## src/rtl/frv_mem_arbiter_if.sv

```systemverilog
// frv_mem_arbiter_if: one memory request/response port.
// master drives cen/wen/strb/addr/wdata; slave returns stall/error/rdata.
interface frv_mem_arbiter_if;
  logic        cen;
  logic        wen;
  logic [3:0]  strb;
  logic [31:0] addr;
  logic [31:0] wdata;
  logic        stall;
  logic        error;
  logic [31:0] rdata;

  modport master (
    output cen, wen, strb, addr, wdata,
    input  stall, error, rdata
  );

  modport slave (
    input  cen, wen, strb, addr, wdata,
    output stall, error, rdata
  );
endinterface

```

## src/rtl/frv_mem_arbiter.sv

```systemverilog
// frv_mem_arbiter: shares one memory bus between imem and dmem ports.
// Ports: g_clk, g_resetn, imem/dmem (slave), mem (master).
// Optional FRV_MEMARB_ROUND_ROBIN_EN: round-robin instead of dmem priority.
module frv_mem_arbiter #(
  parameter int STARVE_LIMIT = 4
) (
  input  logic              g_clk,
  input  logic              g_resetn,
  frv_mem_arbiter_if.slave  imem,
  frv_mem_arbiter_if.slave  dmem,
  frv_mem_arbiter_if.master mem
);

  // lock and lock_sel folded into one encoded state
  typedef enum logic [1:0] {
    ST_FREE   = 2'd0,
    ST_LOCK_I = 2'd1,
    ST_LOCK_D = 2'd2
  } state_t;

  state_t state_q;
  state_t state_d;
  logic   resp_vld_q;
  logic   resp_sel_q;

  logic act_i;
  logic act_d;
  logic lock;
  logic lock_sel;
  logic pick_d;
  logic gsel;
  logic gnt_vld;
  logic gnt_i;
  logic gnt_d;
  logic accept;

  assign act_i    = imem.cen;
  assign act_d    = dmem.cen;
  assign lock     = (state_q != ST_FREE);
  assign lock_sel = (state_q == ST_LOCK_D);

`ifdef FRV_MEMARB_ROUND_ROBIN_EN
  logic rr_last_q;

  assign pick_d = ~rr_last_q;

  always_ff @(posedge g_clk or negedge g_resetn) begin
    if (!g_resetn) begin
      rr_last_q <= 1'b0;
    end else if (accept) begin
      rr_last_q <= gsel;
    end
  end
`else
  localparam logic [3:0] LIMIT = 4'(STARVE_LIMIT);

  logic [3:0] starve_q;
  logic [3:0] starve_d;

  assign pick_d = (starve_q != LIMIT);

  always_comb begin
    starve_d = starve_q;
    if (!act_i) begin
      starve_d = 4'd0;
    end else if (accept && !gsel) begin
      starve_d = 4'd0;
    end else if (accept && gsel && (starve_q != LIMIT)) begin
      starve_d = starve_q + 4'd1;
    end
  end

  always_ff @(posedge g_clk or negedge g_resetn) begin
    if (!g_resetn) begin
      starve_q <= 4'd0;
    end else begin
      starve_q <= starve_d;
    end
  end
`endif

  // gsel: 0=imem, 1=dmem
  always_comb begin
    gsel    = 1'b0;
    gnt_vld = 1'b0;
    unique case (1'b1)
      lock: begin
        gsel    = lock_sel;
        gnt_vld = lock_sel ? act_d : act_i;
      end
      (!lock && act_i && act_d): begin
        gsel    = pick_d;
        gnt_vld = 1'b1;
      end
      (!lock && act_d && !act_i): begin
        gsel    = 1'b1;
        gnt_vld = 1'b1;
      end
      (!lock && act_i && !act_d): begin
        gsel    = 1'b0;
        gnt_vld = 1'b1;
      end
      default: begin
        gsel    = 1'b0;
        gnt_vld = 1'b0;
      end
    endcase
  end

  assign gnt_i  = gnt_vld & ~gsel;
  assign gnt_d  = gnt_vld & gsel;
  assign accept = g_resetn & gnt_vld & ~mem.stall;

  always_ff @(posedge g_clk or negedge g_resetn) begin
    if (!g_resetn) begin
      state_q    <= ST_FREE;
      resp_vld_q <= 1'b0;
      resp_sel_q <= 1'b0;
    end else begin
      state_q    <= state_d;
      resp_vld_q <= accept;
      if (accept) begin
        resp_sel_q <= gsel;
      end
    end
  end

  always_comb begin
    state_d = state_q;
    if (accept) begin
      state_d = ST_FREE;
    end else if (gnt_vld && mem.stall) begin
      state_d = gsel ? ST_LOCK_D : ST_LOCK_I;
    end
  end

  always_comb begin
    mem.cen    = g_resetn & gnt_vld;
    mem.wen    = gsel ? dmem.wen   : imem.wen;
    mem.strb   = gsel ? dmem.strb  : imem.strb;
    mem.addr   = gsel ? dmem.addr  : imem.addr;
    mem.wdata  = gsel ? dmem.wdata : imem.wdata;
    imem.stall = ~g_resetn | (act_i & (~gnt_i | mem.stall));
    dmem.stall = ~g_resetn | (act_d & (~gnt_d | mem.stall));
    imem.error = mem.error & resp_vld_q & ~resp_sel_q;
    dmem.error = mem.error & resp_vld_q & resp_sel_q;
    imem.rdata = mem.rdata;
    dmem.rdata = mem.rdata;
  end

endmodule
```

## src/flat_wrapper.sv

```systemverilog
// flat-port wrapper written by rule: the top's interface ports become plain ports
module frv_mem_arbiter_flat 
#(
  parameter int STARVE_LIMIT = 4
)
  (g_clk, g_resetn, imem_cen, imem_wen, imem_strb, imem_addr, imem_wdata, imem_stall, imem_error, imem_rdata, dmem_cen, dmem_wen, dmem_strb, dmem_addr, dmem_wdata, dmem_stall, dmem_error, dmem_rdata, mem_cen, mem_wen, mem_strb, mem_addr, mem_wdata, mem_stall, mem_error, mem_rdata);
  frv_mem_arbiter_if imem_i ();
  frv_mem_arbiter_if dmem_i ();
  frv_mem_arbiter_if mem_i ();
  input  logic g_clk;
  input  logic g_resetn;
  input wire logic [$bits(imem_i.cen)-1:0] imem_cen;
  input wire logic [$bits(imem_i.wen)-1:0] imem_wen;
  input wire logic [$bits(imem_i.strb)-1:0] imem_strb;
  input wire logic [$bits(imem_i.addr)-1:0] imem_addr;
  input wire logic [$bits(imem_i.wdata)-1:0] imem_wdata;
  output wire logic [$bits(imem_i.stall)-1:0] imem_stall;
  output wire logic [$bits(imem_i.error)-1:0] imem_error;
  output wire logic [$bits(imem_i.rdata)-1:0] imem_rdata;
  input wire logic [$bits(dmem_i.cen)-1:0] dmem_cen;
  input wire logic [$bits(dmem_i.wen)-1:0] dmem_wen;
  input wire logic [$bits(dmem_i.strb)-1:0] dmem_strb;
  input wire logic [$bits(dmem_i.addr)-1:0] dmem_addr;
  input wire logic [$bits(dmem_i.wdata)-1:0] dmem_wdata;
  output wire logic [$bits(dmem_i.stall)-1:0] dmem_stall;
  output wire logic [$bits(dmem_i.error)-1:0] dmem_error;
  output wire logic [$bits(dmem_i.rdata)-1:0] dmem_rdata;
  output wire logic [$bits(mem_i.cen)-1:0] mem_cen;
  output wire logic [$bits(mem_i.wen)-1:0] mem_wen;
  output wire logic [$bits(mem_i.strb)-1:0] mem_strb;
  output wire logic [$bits(mem_i.addr)-1:0] mem_addr;
  output wire logic [$bits(mem_i.wdata)-1:0] mem_wdata;
  input wire logic [$bits(mem_i.stall)-1:0] mem_stall;
  input wire logic [$bits(mem_i.error)-1:0] mem_error;
  input wire logic [$bits(mem_i.rdata)-1:0] mem_rdata;
  assign imem_i.cen = imem_cen;
  assign imem_i.wen = imem_wen;
  assign imem_i.strb = imem_strb;
  assign imem_i.addr = imem_addr;
  assign imem_i.wdata = imem_wdata;
  assign imem_stall = imem_i.stall;
  assign imem_error = imem_i.error;
  assign imem_rdata = imem_i.rdata;
  assign dmem_i.cen = dmem_cen;
  assign dmem_i.wen = dmem_wen;
  assign dmem_i.strb = dmem_strb;
  assign dmem_i.addr = dmem_addr;
  assign dmem_i.wdata = dmem_wdata;
  assign dmem_stall = dmem_i.stall;
  assign dmem_error = dmem_i.error;
  assign dmem_rdata = dmem_i.rdata;
  assign mem_cen = mem_i.cen;
  assign mem_wen = mem_i.wen;
  assign mem_strb = mem_i.strb;
  assign mem_addr = mem_i.addr;
  assign mem_wdata = mem_i.wdata;
  assign mem_i.stall = mem_stall;
  assign mem_i.error = mem_error;
  assign mem_i.rdata = mem_rdata;
  frv_mem_arbiter #(.STARVE_LIMIT(STARVE_LIMIT)) u_core (.g_clk(g_clk), .g_resetn(g_resetn), .imem(imem_i), .dmem(dmem_i), .mem(mem_i));
endmodule
```

## config.mk

```make
export PLATFORM = sky130hd
export DESIGN_NAME = frv_mem_arbiter_flat
export DESIGN_NICKNAME = d
export VERILOG_FILES = /design/src/rtl/frv_mem_arbiter_if.sv /design/src/rtl/frv_mem_arbiter.sv /design/src/flat_wrapper.sv
export SDC_FILE = /design/constraint.sdc
export NUM_CORES = 1
export LEC_CHECK = 0
export BUFFER_PORTS_ARGS = -buffer_cell sky130_fd_sc_hd__buf_2
export CORE_AREA = 2 2 121 123
export DETAILED_ROUTE_END_ITERATION = 16
export DIE_AREA = 0 0 123 125
export GPL_TIMING_DRIVEN = 0
export HOLD_SLACK_MARGIN = 0.05
export PLACE_DENSITY = 0.52
export SLEW_MARGIN = 15
export SYNTH_ARGS = -nofsm -noshare
export SYNTH_HDL_FRONTEND = slang
export SYNTH_SLANG_ARGS = --single-unit
```

## constraint.sdc

```tcl
create_clock -name g_clk -period 4.2 [get_ports g_clk]
set_input_delay 0.42 -clock g_clk [delete_from_list [all_inputs] [get_ports g_clk]]
set_output_delay 0.42 -clock g_clk [all_outputs]
set_load 0.005 [all_outputs]
```

# Word-level counts from Yosys, hierarchy flattened

Cells that the tools add are included.

Multipliers: 0
Shifts and indexed selects: 0
Bitwise operators: 19
Reduce and logical (&&, ||, !) cells: 16
Divide/modulo/power cells: 0
Add/sub/neg operators: 1
Magnitude comparators: 0
Multiplexer cells: 13
Equality and inequality tests: 3

Operators with widths:

| kind                                                                     | count |
|---|---|
| 32-bit 2-to-1 mux                                                        | 2 |
| 4-bit 2-to-1 mux                                                         | 4 |
| 1-bit bitwise AND                                                        | 9 |
| 1-bit logical AND                                                        | 9 |
| 2-bit 2-to-1 mux                                                         | 3 |
| 1-bit NOT                                                                | 6 |
| 4-bit by 1-bit adder with 4-bit output (second input constant)           | 1 |
| 1-bit logical NOT                                                        | 4 |
| 4-bit by 3-bit inequality test with 1-bit output (second input constant) | 1 |
| 1-bit bitwise OR                                                         | 4 |
| 2-bit nonzero test                                                       | 2 |
| 3-bit by 1-bit inequality test with 1-bit output (second input constant) | 1 |
| 1-bit case mux with 3 select lines                                       | 1 |
| 3-bit OR reduction                                                       | 1 |
| 2-bit == test (second input constant)                                    | 1 |
| 1-bit 2-to-1 mux                                                         | 2 |
| 1-bit case mux with 2 select lines                                       | 1 |

Bits in latches: 0
Word-level logic and storage cells: 56
Output and inout port bits: 138
Register bits: 8
Input bits: 176
Memories kept: 0
ROM bits: 0
Bits in writable memories: 0

# Depth between registers and ports, before layout

Depth after elaboration: 13
Gate-level depth with buffers: 8
Gate-level depth less buffers: 6

# Worst setup path before layout

OpenSTA, ideal clock, no wires.

Path kind: register to output
Start: reg u_core.starve_q[0]
End: out mem_addr[10]
Arrival: 1535 ps
Path buffers: 1
Stages on the path, launching flop included: 8
Data required time: 3780 ps
Setup slack: 2245 ps
Path through: dfrtp_1 inv_1 ha_1 nand2b_1 o31ai_2 clkbuf_1 nand2_1 nand2_1

Cells in the longest elaborated chain, start to end: 3

RTL lines:

| what                                             | RTL line               | RTL |
|---|---|---|
| start: declaration                               | frv_mem_arbiter.sv:57  | `logic [3:0] starve_q;` |
| start signal: assignment                         | frv_mem_arbiter.sv:77  | `starve_q <= starve_d;` |
| 4-bit by 3-bit inequality test with 1-bit output | frv_mem_arbiter.sv:60  | `assign pick_d = (starve_q != LIMIT);` |
| 1-bit case mux with 3 select lines               | frv_mem_arbiter.sv:86  | `unique case (1'b1)` |
| 32-bit 2-to-1 mux                                | frv_mem_arbiter.sv:141 | `mem.addr = gsel ? dmem.addr : imem.addr;` |
| end: declaration                                 | flat_wrapper.sv:31     | `output wire logic [$bits(mem_i.addr)-1:0] mem_addr;` |

No other way between the ends.

# Worst setup path after layout

Start: reg u_core.starve_q[0]
End: out mem_wdata[21]

Cells in the longest elaborated chain, start to end: 3

RTL lines:

| what                                             | RTL line               | RTL |
|---|---|---|
| 4-bit by 3-bit inequality test with 1-bit output | frv_mem_arbiter.sv:60  |  |
| 1-bit case mux with 3 select lines               | frv_mem_arbiter.sv:86  |  |
| 32-bit 2-to-1 mux                                | frv_mem_arbiter.sv:142 | `mem.wdata = gsel ? dmem.wdata : imem.wdata;` |
| end: declaration                                 | flat_wrapper.sv:32     | `output wire logic [$bits(mem_i.wdata)-1:0] mem_wdata;` |

No other way between the ends.

==> run_results.csv <==
group,metric,value,unit
run_status,status,"finished, final reports clean",
clocking,clkTransAtPathRegs,0.04,ns
timing,post-route-period-util,70.9,%
timing,rsz0062_at_grt,"false",
clocking,cts_hold_buf,0,
drt,wl_per_cell,11.2,um
power,power.total,1280,uW
timing,skew,0.00123,ns
clocking,insertion_delay,0.23,ns
grt,grt_use_total,10.4,%
logic_synthesis,yosys.area.top_type_share,42.4,%
worst_setup_path,r2r-start,"u_core.starve_q[0]",
grt,grt_pass1_wl,12.7,mm
run,cap_violations,0,
grt,antenna_found_initial,0,
grt,grt_max_degree,15,
logic_synthesis,yosys_warnings,0,
timing,slew_viol_final,0,
clocking,cts_num_sinks,8,
placement,io_buffer_count,281,
logic_synthesis,syn_area,1870,um^2
die,coreArea,14200,um^2
worst_setup_path,worstPathArrival,2.56,ns
worst_setup_path,path_max_fanout,10,
final_layout,fin_nets,813,
placement,place.gp.congestion,0.804,
clocking,ctsRootBufferMaster,"clkbuf_16",
logic_synthesis,postSynth.asyncResetShare,100,%
timing,max-slew-margin-rel,51.5,%
drt,first_iter_violations,35,
drt,drt_pass1_iterations,4,
worst_setup_path,slowest_stage,"o31ai_2",
power,power_density,358,nW/um^2
clocking,numCtsBuffers,3,
clocking,htree_levels,1,
power,leakage,0.00235,uW
logic_synthesis,yosys.cell_count.top_type,"nand2_1",
logic_synthesis,yosys_register_bits,8,
power,p_clk_share,12.3,%
timing,max_freq,336,MHz
drt,vias,2979,
worst_setup_path,cpPeakStageDelay,0.66,ns
die,dieWidth,123,um
drt,viasPerCell,3.65,
logic_synthesis,seq_area_frac_synth,10.7,%
die,io_pins,314,
worst_setup_path,cp_data_required_time,3.78,ns
power,p_comb_share,79.2,%
die,die_y,125,um
worst_setup_path,crit_buf_inv,3,
die,rows,44,
final_layout,antennaDiodeCount,0,
power,pwr-share-seq,8.5,%
logic_synthesis,avgSynthCellArea,5.35,um^2
final_layout,drive_above_1_share,57.5,%
drt,drtAntennaViolNets,0,
power,ir_drop,0.000176,V
logic_synthesis,synthCells,349,
timing,worst_pin_slew,0.723,ns
worst_setup_path,start_kind,"register",
grt,overflow,0,
worst_setup_path,crit_path_end_kind,"output port",
power,netSwitchingPower,612,uW
logic_synthesis,synth_area_leaders,"nand2_1 42%, buf_4 26%, dfrtp_1 11%",
logic_synthesis,syn_nets,527,
timing,setup_tns,0,ns
logic_synthesis,synth_largest_area_cell,"nand2_1",
power,sw_frac_of_total,47.7,%
worst_setup_path,cpMostUsedCell,"nand2_1",
power,p_int,670,uW
timing,final.min_clock_period,2.98,ns
worst_setup_path,crit_chain,"inv_1, ha_1, nand2b_1, o31ai_2, clkbuf_1, nand2_1, nand2_1, buf_2",
hold_path,hold_path.class,"primary input to asynchronous set/reset pin",
worst_setup_path,worst-setup-path-type,"register to output port",
clocking,cts_setup_buffers,0,
clocking,cts_buffer_depth,2,
clocking,cts_resized,0,
placement,dp_hpwl,8.03,mm
drt,drc,0,
logic_synthesis,synth_cell_types,29,
logic_synthesis,synth_ff_type,"dfrtp_1",
die,fp.dieArea,15400,um^2
clocking,cts_tree,"built",
logic_synthesis,synth_common_cells,"211 x nand2_1, 64 x buf_4, 12 x buf_2",
timing,setup-violations-final,0,
grt,grt_pass1_vias,2647,
worst_setup_path,crit_family,"buffers and inverters",
drt,wl,9.12,mm
die,initial_utilization,13.2,%
worst_setup_path,startpoint,"u_core.starve_q[0]",
final_layout,syn2layout_area_growth,91.6,%
timing,hold_viol,0,
logic_synthesis,synth_edf_count,0,
final cells by class:
class	instances	area [um^2]
Fill cell	1637	10600
Sequential cell	8	200
Tap cell	184	230
Clock buffer	3	75.1
Timing Repair Buffer	281	1410
Buffer	80	556
Inverter	4	15.0
Multi-Input combinational cell	257	1100
power groups by stage:
stage / combinational [uW] / clock (uW) / sequential (uW)
after floorplan: 551 / 0 / 105
after global placement: 1040 / 0 / 110
after detailed placement: 1040 / 0 / 110
after CTS: 1040 / 162 / 109
after global routing: 1160 / 165 / 112
final: 1020 / 158 / 109
metrics by stage:
step           instances  hold WS (ns)  worst slack [ns]  util (%)  cell area [um^2]
2_1_floorplan        349         0.124              2.24         -              1870
3_3_place_gp         814         0.311              1.36      24.7              3500
3_5_place_dp         814         0.310              1.32      24.7              3500
4_1_cts              817        0.0676              1.06      25.2              3580
5_1_grt              817        0.0865             0.870      25.2              3580
6_report             817        0.0669              1.22      25.2              3580
logic make-up (layout without fill, tap and decap cells):
logic type | Yosys count | after routing | share of synthesized area, %
AND/OR/NAND/NOR | 235 | 235 | 49.7
AO/OA/AOI/OAI | 19 | 19 | 7.10
adder cells (fa/ha/maj) | 2 | 2 | 1.34
flip-flops | 8 | 8 | 10.7
multiplexers | 1 | 1 | 0.603
buffers and inverters | 84 | 368 | 30.5
per-layer routing:
layer / part of all wire, % / track usage [%] / vias up
li1: - / - / 1577
met1: 40 / 12.6 / 1240
met2: 51 / 19.9 / 160
met3: 9.7 / 1.37 / 2
met4: 0.14 / 0.602 / 0
met5: 0 / 0 / -
worst paths after layout:
check	endpoint	slack [ns]	cells after the start
min in group g_clk	u_core.state_q[0]	0.50	3
setup reg to reg	u_core.state_q[1]	2.18	6
hold / removal	u_core.state_q[0]	0.07	1
max in group asynchronous	u_core.starve_q[3]	3.92	1
hold reg to reg	u_core.starve_q[0]	0.53	1
setup / recovery	mem_wdata[21]	1.22	8
worst register-to-register path, delay by kind of cell (launching register included):
family	cells	cell delay, ns
and+or+nand+nor	1	0.14
adders and majority gates	1	0.16
buffers and inverters	2	0.41
AOI/OAI and AO/OA	2	0.78
DFF	1	0.41
cells in the final DEF (no fill, tap or decap), types with 3 or more instances in the layout:
master,netlist,final
nor2b_1,4,4
dfrtp_1,8,8
clkbuf_1,4,4
o21ai_0,6,6
nand2_1,211,211
inv_1,4,4
clkbuf_16,0,3
nor2_1,5,5
buf_2,12,293
buf_4,64,64
a21oi_1,3,3
nand2b_1,4,4
registers in the layout, summed over array words and instances (netlist names):
| register | count |
|---|---|
| u_core.starve_q | 4 |
| u_core.resp_vld_q | 1 |
| u_core.state_q | 2 |
| u_core.resp_sel_q | 1 |
(Power assumes the default switching activity.)
